File: src/rtl/axis_mux_n.sv
// N-to-1 AXI-Stream mux with packet lock: a channel selected in IDLE keeps the
// grant until its tlast beat. Define AXIS_MUX_SKID_EN for a registered s_tready with a one-entry skid buffer.
module axis_mux_n #(
    parameter int DATA_W = 8,
    parameter int NUM_CH = 4,
    localparam int SEL_W = (NUM_CH > 1) ? $clog2(NUM_CH) : 1
) (
    input  logic                     clk,
    input  logic                     reset,
    input  logic [SEL_W-1:0]         sel,
    input  logic [NUM_CH*DATA_W-1:0] s_tdata,
    input  logic [NUM_CH-1:0]        s_tvalid,
    input  logic [NUM_CH-1:0]        s_tlast,
    output logic [NUM_CH-1:0]        s_tready,
    output logic [DATA_W-1:0]        m_tdata,
    output logic                     m_tvalid,
    output logic                     m_tlast,
    input  logic                     m_tready,
    output logic                     busy,
    output logic [SEL_W-1:0]         active_ch
);

    typedef enum logic {IDLE, LOCKED} state_t;

    localparam logic [SEL_W:0] NUM_CH_L = (SEL_W+1)'(NUM_CH);

    state_t             state_q;
    logic [SEL_W-1:0]   lock_ch_q;
    logic               busy_q;
    logic [DATA_W-1:0]  m_tdata_q;
    logic               m_tvalid_q;
    logic               m_tlast_q;

    logic [SEL_W-1:0]   gnt_ch;
    logic               gnt_ok;
    logic [NUM_CH-1:0]  gnt_oh;
    logic [DATA_W-1:0]  in_data;
    logic               in_last;
    logic               rdy;
    logic               acc;

    assign gnt_ch = (state_q == LOCKED) ? lock_ch_q : sel;
    // An out-of-range sel in IDLE grants nobody.
    assign gnt_ok = (state_q == LOCKED) || ({1'b0, sel} < NUM_CH_L);

    always_comb begin
        gnt_oh  = '0;
        in_data = '0;
        in_last = 1'b0;
        for (int c = 0; c < NUM_CH; c++) begin
            if (gnt_ok && (gnt_ch == SEL_W'(c))) gnt_oh[c] = 1'b1;
            in_data = in_data | (s_tdata[c*DATA_W +: DATA_W] & {DATA_W{gnt_oh[c]}});
            in_last = in_last | (s_tlast[c] & gnt_oh[c]);
        end
    end

`ifdef AXIS_MUX_SKID_EN
    logic [DATA_W-1:0] skid_data_q;
    logic              skid_last_q;
    logic              skid_vld_q;
    logic              out_free;

    assign rdy      = !skid_vld_q && !reset;
    assign out_free = !m_tvalid_q || m_tready;

    always_ff @(posedge clk or posedge reset) begin
        if (reset) begin
            m_tdata_q   <= '0;
            m_tvalid_q  <= 1'b0;
            m_tlast_q   <= 1'b0;
            skid_data_q <= '0;
            skid_last_q <= 1'b0;
            skid_vld_q  <= 1'b0;
        end else if (out_free) begin
            // Skid beat is older than anything arriving now, so it goes first.
            if (skid_vld_q) begin
                m_tdata_q  <= skid_data_q;
                m_tlast_q  <= skid_last_q;
                m_tvalid_q <= 1'b1;
                skid_vld_q <= 1'b0;
            end else if (acc) begin
                m_tdata_q  <= in_data;
                m_tlast_q  <= in_last;
                m_tvalid_q <= 1'b1;
            end else begin
                m_tvalid_q <= 1'b0;
            end
        end else if (acc) begin
            skid_data_q <= in_data;
            skid_last_q <= in_last;
            skid_vld_q  <= 1'b1;
        end
    end
`else
    assign rdy = (!m_tvalid_q || m_tready) && !reset;

    always_ff @(posedge clk or posedge reset) begin
        if (reset) begin
            m_tdata_q  <= '0;
            m_tvalid_q <= 1'b0;
            m_tlast_q  <= 1'b0;
        end else if (acc) begin
            m_tdata_q  <= in_data;
            m_tlast_q  <= in_last;
            m_tvalid_q <= 1'b1;
        end else if (m_tready) begin
            m_tvalid_q <= 1'b0;
        end
    end
`endif

    assign s_tready = gnt_oh & {NUM_CH{rdy}};
    assign acc      = |(s_tvalid & s_tready);

    always_ff @(posedge clk or posedge reset) begin
        if (reset) begin
            state_q   <= IDLE;
            lock_ch_q <= '0;
            busy_q    <= 1'b0;
        end else if (state_q == IDLE) begin
            // Single-beat packets never lock.
            if (acc && !in_last) begin
                state_q   <= LOCKED;
                lock_ch_q <= sel;
                busy_q    <= 1'b1;
            end
        end else begin
            if (acc && in_last) begin
                state_q <= IDLE;
                busy_q  <= 1'b0;
            end
        end
    end

    assign m_tdata   = m_tdata_q;
    assign m_tvalid  = m_tvalid_q;
    assign m_tlast   = m_tlast_q;
    assign busy      = busy_q;
    assign active_ch = gnt_ch;

endmodule

File: config.mk
export PLATFORM = sky130hd
export DESIGN_NAME = axis_mux_n
export DESIGN_NICKNAME = d
export VERILOG_FILES = /design/src/rtl/axis_mux_n.sv
export SDC_FILE = /design/constraint.sdc
export NUM_CORES = 1
export LEC_CHECK = 0
export ABC_AREA = 1
export CAP_MARGIN = 20
export CELL_PAD_IN_SITES_DETAIL_PLACEMENT = 0
export CELL_PAD_IN_SITES_GLOBAL_PLACEMENT = 2
export CORE_ASPECT_RATIO = 1.4
export CORE_MARGIN = 2
export CORE_UTILIZATION = 21
export CTS_BUF_LIST = sky130_fd_sc_hd__clkbuf_8
export DETAILED_ROUTE_END_ITERATION = 10
export MAX_ROUTING_LAYER = met4
export PLACE_DENSITY = 0.83
export RECOVER_POWER = 25
export SYNTH_ARGS = -nofsm -noshare
export SYNTH_HDL_FRONTEND = slang
export SYNTH_SLANG_ARGS = --single-unit
File: constraint.sdc
create_clock -name clk -period 2.2 [get_ports clk]
set_input_delay 0.66 -clock clk [delete_from_list [all_inputs] [get_ports clk]]
set_output_delay 0.66 -clock clk [all_outputs]
set_load 0.1 [all_outputs]
==> results of run 1 <==
per-layer routing:
layer | up-vias | GRT usage | routed length [microns]
met1 | 491 | 0.1531 | 1334
met2 | 32 | 0.2373 | 1823
met3 | 2 | 0.02070 | 123
met5 | - | - | 0
li1 | 600 | - | -
met4 | 0 | 0.03755 | 14
sequential cells by signal, summed over array words and instances, names as in the netlist, named ones only:
name and flops:
m_tdata 8, m_tvalid 1, m_tlast 1, busy 1, lock_ch_q 2
worst max-delay path: stages:
cell	delay (ns)
clkdlybuf4s15_2	0.18
nor2_2	0.05
nor2_4	0.13
inv_4	0.08
nor3_4	0.20
buf_12	0.20
report_power, final:
| group | internal, mW | switching (mW) |
|---|---|---|
| clock | 0.123 | 0.0922 |
| sequential | 0.391 | 0.107 |
| combinational | 0.980 | 1.88 |
| total | 1.49 | 2.08 |
final cells by class:
class	count	area [sq um]
sequential	14	354.1
fill	503	2741
tap	64	80.08
clock buffer	3	41.29
multi-input combinational	108	713.2
inverter	12	50.05
clock inverter	1	3.754
timing repair buffer	80	820.8
per-stage QoR:
stage,util,cell area [sq um],instances,setup WS (ns),hold slack [ns]
after floorplan,-,1125,135,-0.2692,0.4696
after global placement,0.4201,2018,277,-0.3144,0.4683
after detailed placement,0.4201,2018,277,-0.3200,0.4796
after CTS,0.4305,2068,281,0.005831,0.2714
after global routing,0.4294,2063,282,-0.02942,0.2800
final,0.4294,2063,282,0.04083,0.2795
cell usage in the layout (no fill, tap or decap), types with 2 or more instances in the layout:
master and count:
dfrtp_1 13, clkbuf_8 3, nand2_8 2, nor3_4 3
nor2_2 2, nand3_1 11, clkbuf_1 2, nand3_2 4
nand2_1 39, nor2_4 4, o21ai_1 7, buf_4 24
inv_4 2, clkdlybuf4s50_1 40, inv_2 3, clkbuf_2 2
nand2_4 5, nor2_1 2, a21oi_1 9, inv_1 8
nand2_2 11, buf_12 10, nor2_8 4
path summary, 6_finish.rpt:
check,slack [ns],end,cells past startpoint
worst min register to register,0.49,m_tdata[7]$_DFFE_PP0P_,2
worst min-delay path,0.28,m_tvalid$_DFFE_PP0P_,2
max in group asynchronous,1.03,lock_ch_q[1]$_DFFE_PP0P_,3
worst max-delay path,0.04,s_tready[3],6
min in group clk,0.49,m_tdata[7]$_DFFE_PP0P_,2
worst max register to register,0.38,m_tdata[2]$_DFFE_PP0P_,10
cell families (layout without fill, tap and decap cells):
group / count (synthesis) / in the layout / share of synthesized area
and+or+nand+nor: 89 / 89 / 0.5078
buffers and inverters: 13 / 96 / 0.05988
AOI/OAI and AO/OA: 19 / 19 / 0.09700
DFF: 14 / 14 / 0.3353
what timing repair did:
action,4_1_cts,5_1_grt
hold endpoints to repair,0,0
resized for setup,13,3
setup endpoints to repair,6,4
setup buffers,0,1
pin swaps,4,4
==> metrics.yaml, run 1 <==
timing:
  hold_violations: 0
  max_freq_mhz: 463.1
  setup_tns_ns: 0
  setup_viol: 0
  rsz0062_at_grt: "yes"
  finalMaxSlewViolations: 0
  fin_crit_ns: 2.159
  fin_skew_ns: 0.006719
  timing.final.crit_share: 0.9814
  max_slew_margin: 0.4859
  worst_pin_slew_ns: 0.7712
clock_tree:
  cts.sinks: 14
  h-tree-depth: 1
  clockBufferDepth: 2
  cts-root-buf: "clkbuf_8"
  cts_tree: "built"
  cts_made_buffers: 3
  clk_latency_ns: 0.24
  path_clk_slew_ns: 0.06
  holdBufCountCts: 0
critical_path:
  end_kind: "output port"
  cp-start-kind: "input port"
  crit_required_ns: 1.54
  crit_type: "input port to output port"
  cp_max_fo: 4
  worstPathArrival_ns: 1.50
  crit_start: "m_tready"
drt:
  route.detailed.drc: 0
  wl_microns: 3296
  dr.pass1.iters: 4
  drt-initial-drc-count: 27
  ant_nets: 0
  routed_via_density: 3.989
  routed-via-count: 1125
  wl_per_cell_microns: 11.69
logic_synthesis:
  synth_edf_count: 0
  yosysMostFrequentCell: "nand2_1"
  avgSynthCellArea_sq_um: 7.739
  yosys_register_bits: 14
  syn-num-nets: 180
  postSynthCellCount: 135
  ys_async_sr_fraction: 1.000
  synth_top_area_share: 0.3353
  synth_seq_area_share: 0.3353
  syn-cell-area_sq_mm: 0.001045
  synthFlopType: "dfrtp_1"
  yosys-top-cells-area: "dfrtp_1 (34%), nand2_1 (14%), nor2_8 (7.7%), nand2_2 (7.2%), nand2_4 (5.4%)"
  synth.largest_area_cell: "dfrtp_1"
  ys_warn_count: 0
  synth.distinct_cells: 21
  synth_commonest_cells: "nand2_1 (40), dfrtp_1 (14), nand2_2 (12)"
global_route:
  grt_pass1_wl_microns: 5568
  track_usage: 0.1328
  grt-ovfl-total: 0
  antenna_found_initial: 0
  grt_max_degree: 14
  grt_pass1_vias: 1194
power:
  finalPower_mw: 3.570
  vdd_ir_drop_max_mv: 1.051
  p_leak_nw: 0.9346
  p_per_area_mw_per_mm2: 1730
floorplan:
  die_area_sq_mm: 0.005563
  start_util: 0.2174
  core_sq_mm: 0.004805
  fp.dieW_microns: 63.61
  die_y_microns: 87.46
  rows: 30
  io_pins: 62
placement:
  port_buffers: 61
  hpwl_microns: 2726
  gp_congestion: 0.7177
hold_path:
  hold_class: "input port to asynchronous set/reset pin"
flow_run:
  cap_violations: 0
cells_and_area:
  final_nets: 264
  drive_above_1_share: 0.3807
  synthToLayoutAreaGrowth_pct: 97.49
  antennaDiodeCount: 0
status:
  status: "completed"
(Power assumes the default switching activity.)
==> run 2: changes to the inputs <==
Settings changed: TNS_END_PERCENT set to 50.
==> run 2 against run 1 <==
  * Utilization increased by 0.29 points
  * Setup slack improved by 0.021 ns
  * Count of clock-buffer cells in the layout unchanged
  * Final cell count decreased by 0.35%
  * Fmax increased by 0.97%
  * Non-clock buffer count decreased by 1
  * Combinational power about the same
  * Largest power group unchanged
==> metrics.yaml, run 2 (synthesis gave the netlist of run 1 again) <==
timing:
  max_slew_margin: 0.7370  # +0.2511
  timing.final.crit_share: 0.9720  # -0.009461
  fin_crit_ns: 2.138  # -0.02081 ns
  hold_violations: 0  # unchanged
  setup_tns_ns: 0  # unchanged
  setup_viol: 0  # unchanged
  max_freq_mhz: 467.6  # +0.97%
  worst_pin_slew_ns: 0.3945  # -0.3766 ns
  rsz0062_at_grt: "yes"
  holdWs_ns: 0.3704  # +0.09084 ns
  fin_ws_ns: 0.06164  # +0.02081 ns
  fin_skew_ns: 0.007555  # +0.0008364 ns
  finalMaxSlewViolations: 0  # unchanged
flow_run:
  cap_violations: 0  # unchanged
floorplan:
  core_sq_mm: 0.004805  # unchanged
  io_pins: 62  # unchanged
  die_y_microns: 87.46  # unchanged
  start_util: 0.2174  # unchanged
  fp.dieW_microns: 63.61  # unchanged
  die_area_sq_mm: 0.005563  # unchanged
  rows: 30  # unchanged
critical_path:
  worstPathArrival_ns: 1.48  # -0.02 ns
  crit_type: "register to output port"
  crit_chain: "inv_2 > nor2_4 > nor2_4 > inv_4 > nor3_4 > buf_12"
  cp_common_cell: "nor2_4"
  r2r_setup_slack_ns: 0.47  # +0.09 ns
  cp_max_fo: 4  # unchanged
  end_kind: "output port"
  crit_required_ns: 1.54  # about the same
  worst_path_max_delay_cell: "dfrtp_4"
  r2r_end: "m_tdata[6]$_DFFE_PP0P_"
  cp-start-kind: "register"
  cp-endpoint: "s_tready[1]"
  reg2reg_depth: 9  # -1
  cpPeakStageDelay_ns: 0.48  # +0.28 ns
  crit_start: "m_tvalid$_DFFE_PP0P_"
global_route:
  track_usage: 0.1317  # -0.001079
  grt_max_degree: 11  # -3
  grt_pass1_wl_microns: 5416  # -2.7%
  antenna_found_initial: 0  # unchanged
  grt-ovfl-total: 0  # unchanged
  grt_pass1_vias: 1159  # -2.9%
placement:
  place_inst: 275  # -0.72%
  gp_congestion: 0.7782  # +8.4%
  postPlaceCellArea_sq_mm: 0.002023  # +0.25%
  dp_slack_ns: -0.3236  # -0.003619 ns
  port_buffers: 61  # unchanged
  hpwl_microns: 2756  # +1.1%
power:
  pwr-share-seq: 0.140  # about the same
  power_frac_comb: 0.798  # -0.002
  p_leak_nw: 0.9374  # +0.31%
  vdd_ir_drop_max_mv: 0.5482  # -48%
  p_per_area_mw_per_mm2: 1733  # +0.12%
  switching_power_mw: 2.077  # about the same
  p_int_mw: 1.521  # +1.8%
  clkPwrFrac: 0.062  # +0.002
  swShare: 0.5772  # -0.004130
  finalPower_mw: 3.599  # +0.79%
drt:
  dr.pass1.iters: 4  # unchanged
  wl_per_cell_microns: 11.52  # -1.4%
  drt-initial-drc-count: 31  # +15%
  ant_nets: 0  # unchanged
  routed-via-count: 1141  # +1.4%
  routed_via_density: 4.060  # +1.8%
  wl_microns: 3238  # -1.8%
  route.detailed.drc: 0  # unchanged
clock_tree:
  cts_tree: "built"
  cts-root-buf: "clkbuf_8"
  clk_latency_ns: 0.25  # about the same
  cts.sinks: 14  # unchanged
  path_clk_slew_ns: 0.06  # about the same
  cts_made_buffers: 3  # unchanged
  h-tree-depth: 1  # unchanged
  clockBufferDepth: 2  # unchanged
cells_and_area:
  post-route-util: 0.4323  # +0.002865
  final_nets: 263  # -0.38%
  largest_register_ffs: 8  # unchanged
  final_cell_count_no_fill: 281  # -0.35%
  antennaDiodeCount: 0  # unchanged
  design_area_sq_mm: 0.002077  # +0.67%
  layout_common_cells: "clkdlybuf4s50_1 (40), nand2_1 (39), buf_4 (21)"
  layout_commonest_cell: "clkdlybuf4s50_1"
  drive_above_1_share: 0.3871  # +0.006363
  synthToLayoutAreaGrowth_pct: 98.80
status:
  status: "completed"
hold_path:
  hold_class: "input port to asynchronous set/reset pin"
[run 2: layer usage]
metal	global-route usage	wire length, microns	vias to the layer above
li1	-	-	600
met5	-	0	-
met2	0.2344	1800	37
met1	0.1476	1264	500
met3	0.01423	114	4
met4	0.05929	59	0
[run 2: timing repair]
action,CTS,global route
hold buffers,0,0
cloned,0,0
pin swaps,3,3
gates resized for setup,16,4
buffers inserted,0,2
setup endpoints to repair,6,4
[run 2: area by class of cell]
| class | instances | area [sq um] |
|---|---|---|
| Clock buffer | 3 | 41.29 |
| Clock inverter | 1 | 3.754 |
| Timing Repair Buffer | 79 | 833.3 |
| Tap cell | 64 | 80.08 |
| Fill cell | 515 | 2728 |
| Multi-Input combinational cell | 108 | 713.2 |
| Inverter | 12 | 50.05 |
| Sequential cell | 14 | 355.3 |
[run 2: worst max-delay path, delay by kind of cell, from the launching register on]
family                 cells  cell delay, ns
buffers and inverters      3            0.36
AND/OR/NAND/NOR            3            0.39
flip-flops                 1            0.48
[run 2: power groups by stage]
stage | clock network, mW | registers [mW] | logic (mW)
detailed placement | 0 | 0.511 | 2.86
CTS | 0.230 | 0.507 | 2.88
global route | 0.248 | 0.520 | 3.05
floorplan | 0 | 1.18 | 1.26
global placement | 0 | 0.511 | 2.85
finish | 0.223 | 0.503 | 2.87
[run 2: worst min path at each step]
stage	endpoint	from	slack [ns]
2_1_floorplan	lock_ch_q[1]$_DFFE_PP0P_	lock_ch_q[1]$_DFFE_PP0P_	0.47
3_3_place_gp	m_tdata[7]$_DFFE_PP0P_	m_tdata[7]$_DFFE_PP0P_	0.47
3_5_place_dp	m_tdata[7]$_DFFE_PP0P_	m_tdata[7]$_DFFE_PP0P_	0.48
4_1_cts	m_tvalid$_DFFE_PP0P_	reset	0.39
5_1_grt	m_tvalid$_DFFE_PP0P_	reset	0.40
6_report	m_tvalid$_DFFE_PP0P_	reset	0.37
==> run 3: changes to the inputs <==
Settings changed: GPL_ROUTABILITY_DRIVEN set to 0, SKIP_CTS_REPAIR_TIMING set to 1, SLEW_MARGIN set to 10.
==> run 3 against run 2 <==
  * Largest cell class unchanged
  * Critical endpoint unchanged
  * First-iteration DRC count is 3.2% lower
  * Setup slack worse by 0.055 ns
  * Count of clock-buffer cells in the layout stayed put
==> metrics.yaml, run 3 (synthesis gave the netlist of run 1 again) <==
timing:
  max_slew_margin: 0.7369  # about the same
  timing.final.crit_share: 0.9970  # +0.02499
  finalMaxSlewViolations: 0  # unchanged
  setup_tns_ns: 0  # unchanged
  hold_violations: 0  # unchanged
  fin_ws_ns: 0.006671  # -0.05497 ns
  rsz0062_at_grt: "yes"
  setup_viol: 0  # unchanged
  fin_crit_ns: 2.193  # +0.05497 ns
  holdWs_ns: 0.4247  # +0.05429 ns
  max_freq_mhz: 455.9  # -2.5%
  fin_skew_ns: 0.007195  # -0.0003606 ns
  worst_pin_slew_ns: 0.3947  # +0.0001992 ns
drt:
  wl_microns: 3205  # -1.0%
  ant_nets: 0  # unchanged
  routed_via_density: 4.021  # -0.96%
  dr.pass1.iters: 4  # unchanged
  drt-initial-drc-count: 30  # -3.2%
  routed-via-count: 1126  # -1.3%
  wl_per_cell_microns: 11.45  # -0.67%
  route.detailed.drc: 0  # unchanged
global_route:
  grt-ovfl-total: 0  # unchanged
  grt_pass1_wl_microns: 5395  # -0.39%
  grt_pass1_vias: 1159  # unchanged
  track_usage: 0.1314  # -0.0002790
  grt_max_degree: 11  # unchanged
  antenna_found_initial: 0  # unchanged
cells_and_area:
  layout_common_cells: "nand2_1 (40), clkdlybuf4s50_1 (40), buf_4 (21)"
  drive_above_1_share: 0.3611  # -0.02599
  design_area_sq_mm: 0.002096  # +0.90%
  fillers: 512  # -0.58%
  final_nets: 262  # -0.38%
  largest_register_ffs: 8  # unchanged
  antennaDiodeCount: 0  # unchanged
  synthToLayoutAreaGrowth_pct: 100.6
critical_path:
  cp_max_fo: 4  # unchanged
  crit_type: "input port to output port"
  worstPathArrival_ns: 1.53  # +0.05 ns
  reg2reg_depth: 12  # +3
  r2r_setup_slack_ns: 0.52  # +0.05 ns
  end_kind: "output port"
  r2r_end: "lock_ch_q[0]$_DFFE_PP0P_"
  cp-start-kind: "input port"
  crit_required_ns: 1.54  # about the same
floorplan:
  die_y_microns: 87.46  # unchanged
  rows: 30  # unchanged
  fp.dieW_microns: 63.61  # unchanged
  io_pins: 62  # unchanged
  die_area_sq_mm: 0.005563  # unchanged
  core_sq_mm: 0.004805  # unchanged
  start_util: 0.2174  # unchanged
clock_tree:
  clockBufferDepth: 2  # unchanged
  clk_latency_ns: 0.25  # about the same
  cts-root-buf: "clkbuf_8"
  h-tree-depth: 1  # unchanged
  cts.sinks: 14  # unchanged
  path_clk_slew_ns: 0.06  # about the same
  cts_made_buffers: 3  # unchanged
  cts_tree: "built"
power:
  p_per_area_mw_per_mm2: 1711  # -1.2%
  finalPower_mw: 3.586  # -0.35%
  clkPwrFrac: 0.062  # about the same
  p_leak_nw: 0.9681  # +3.3%
  pwr-share-seq: 0.140  # about the same
  switching_power_mw: 2.073  # -0.22%
  power_frac_comb: 0.797  # about the same
  p_int_mw: 1.513  # -0.53%
  swShare: 0.5780  # +0.0007699
  vdd_ir_drop_max_mv: 0.5475  # -0.13%
placement:
  hpwl_microns: 2756  # unchanged
  port_buffers: 61  # unchanged
  postPlaceCellArea_sq_mm: 0.002023  # unchanged
  dp_slack_ns: -0.3236  # unchanged
hold_path:
  hold_class: "input port to asynchronous set/reset pin"
status:
  status: "completed"
flow_run:
  cap_violations: 0  # unchanged
## run 3: changes by cell type in the layout (fill, tap and decap cells not counted), sizes merged
cell | previous run | this run
dlymetal6s2s | 0 | 4
buf | 37 | 33
clkinv | 0 | 1
inv | 13 | 12
clkbuf | 5 | 4
## run 3: how the worst max path moves through the flow
| stage | cells past startpoint | endpoint | slack [ns] | startpoint |
|---|---|---|---|---|
| after floorplan | 5 | s_tready[1] | -0.27 | m_tvalid$_DFFE_PP0P_ |
| after global placement | 6 | s_tready[2] | -0.32 | m_tready |
| after detailed placement | 6 | s_tready[1] | -0.32 | m_tready |
| after CTS | 6 | s_tready[2] | -0.32 | m_tready |
| after global routing | 6 | s_tready[1] | -0.07 | m_tvalid$_DFFE_PP0P_ |
| final | 5 | s_tready[1] | 0.007 | reset |
## run 3: stage by stage
step,util,cells
3_3_place_gp,0.4211,275
5_1_grt,0.4362,280
2_1_floorplan,-,135
3_5_place_dp,0.4211,275
6_report,0.4362,280
4_1_cts,0.4305,279
## run 3: final cells by class
class,instances,area [sq um],area share
Clock buffer,3,41.29,0.01970
Inverter,12,52.55,0.02507
Timing Repair Buffer,78,852.1,0.4066
Multi-Input combinational cell,108,710.7,0.3391
Sequential cell,14,355.3,0.1696
Clock inverter,1,3.754,0.001791
Tap cell,64,80.08,0.03821
## run 3: critical path: stages
cell            delay [ns]
dlymetal6s2s_1        0.16
nor2_4                0.17
clkinv_4              0.11
nor3_4                0.23
buf_12                0.20
## run 3: routing by layer
layer	share of wire	routed length (microns)	GRT usage
met2	0.56	1793	0.2344
met5	0	0	-
met3	0.034	110	0.01423
met4	0.018	59	0.05929
met1	0.39	1242	0.1468
## run 3: power groups by stage
| stage | combinational, mW | clock, mW | sequential [mW] |
|---|---|---|---|
| after floorplan | 1.26 | 0 | 1.18 |
| after global placement | 2.85 | 0 | 0.511 |
| after detailed placement | 2.86 | 0 | 0.511 |
| after CTS | 2.87 | 0.230 | 0.507 |
| after global routing | 3.04 | 0.248 | 0.520 |
| final | 2.86 | 0.224 | 0.502 |
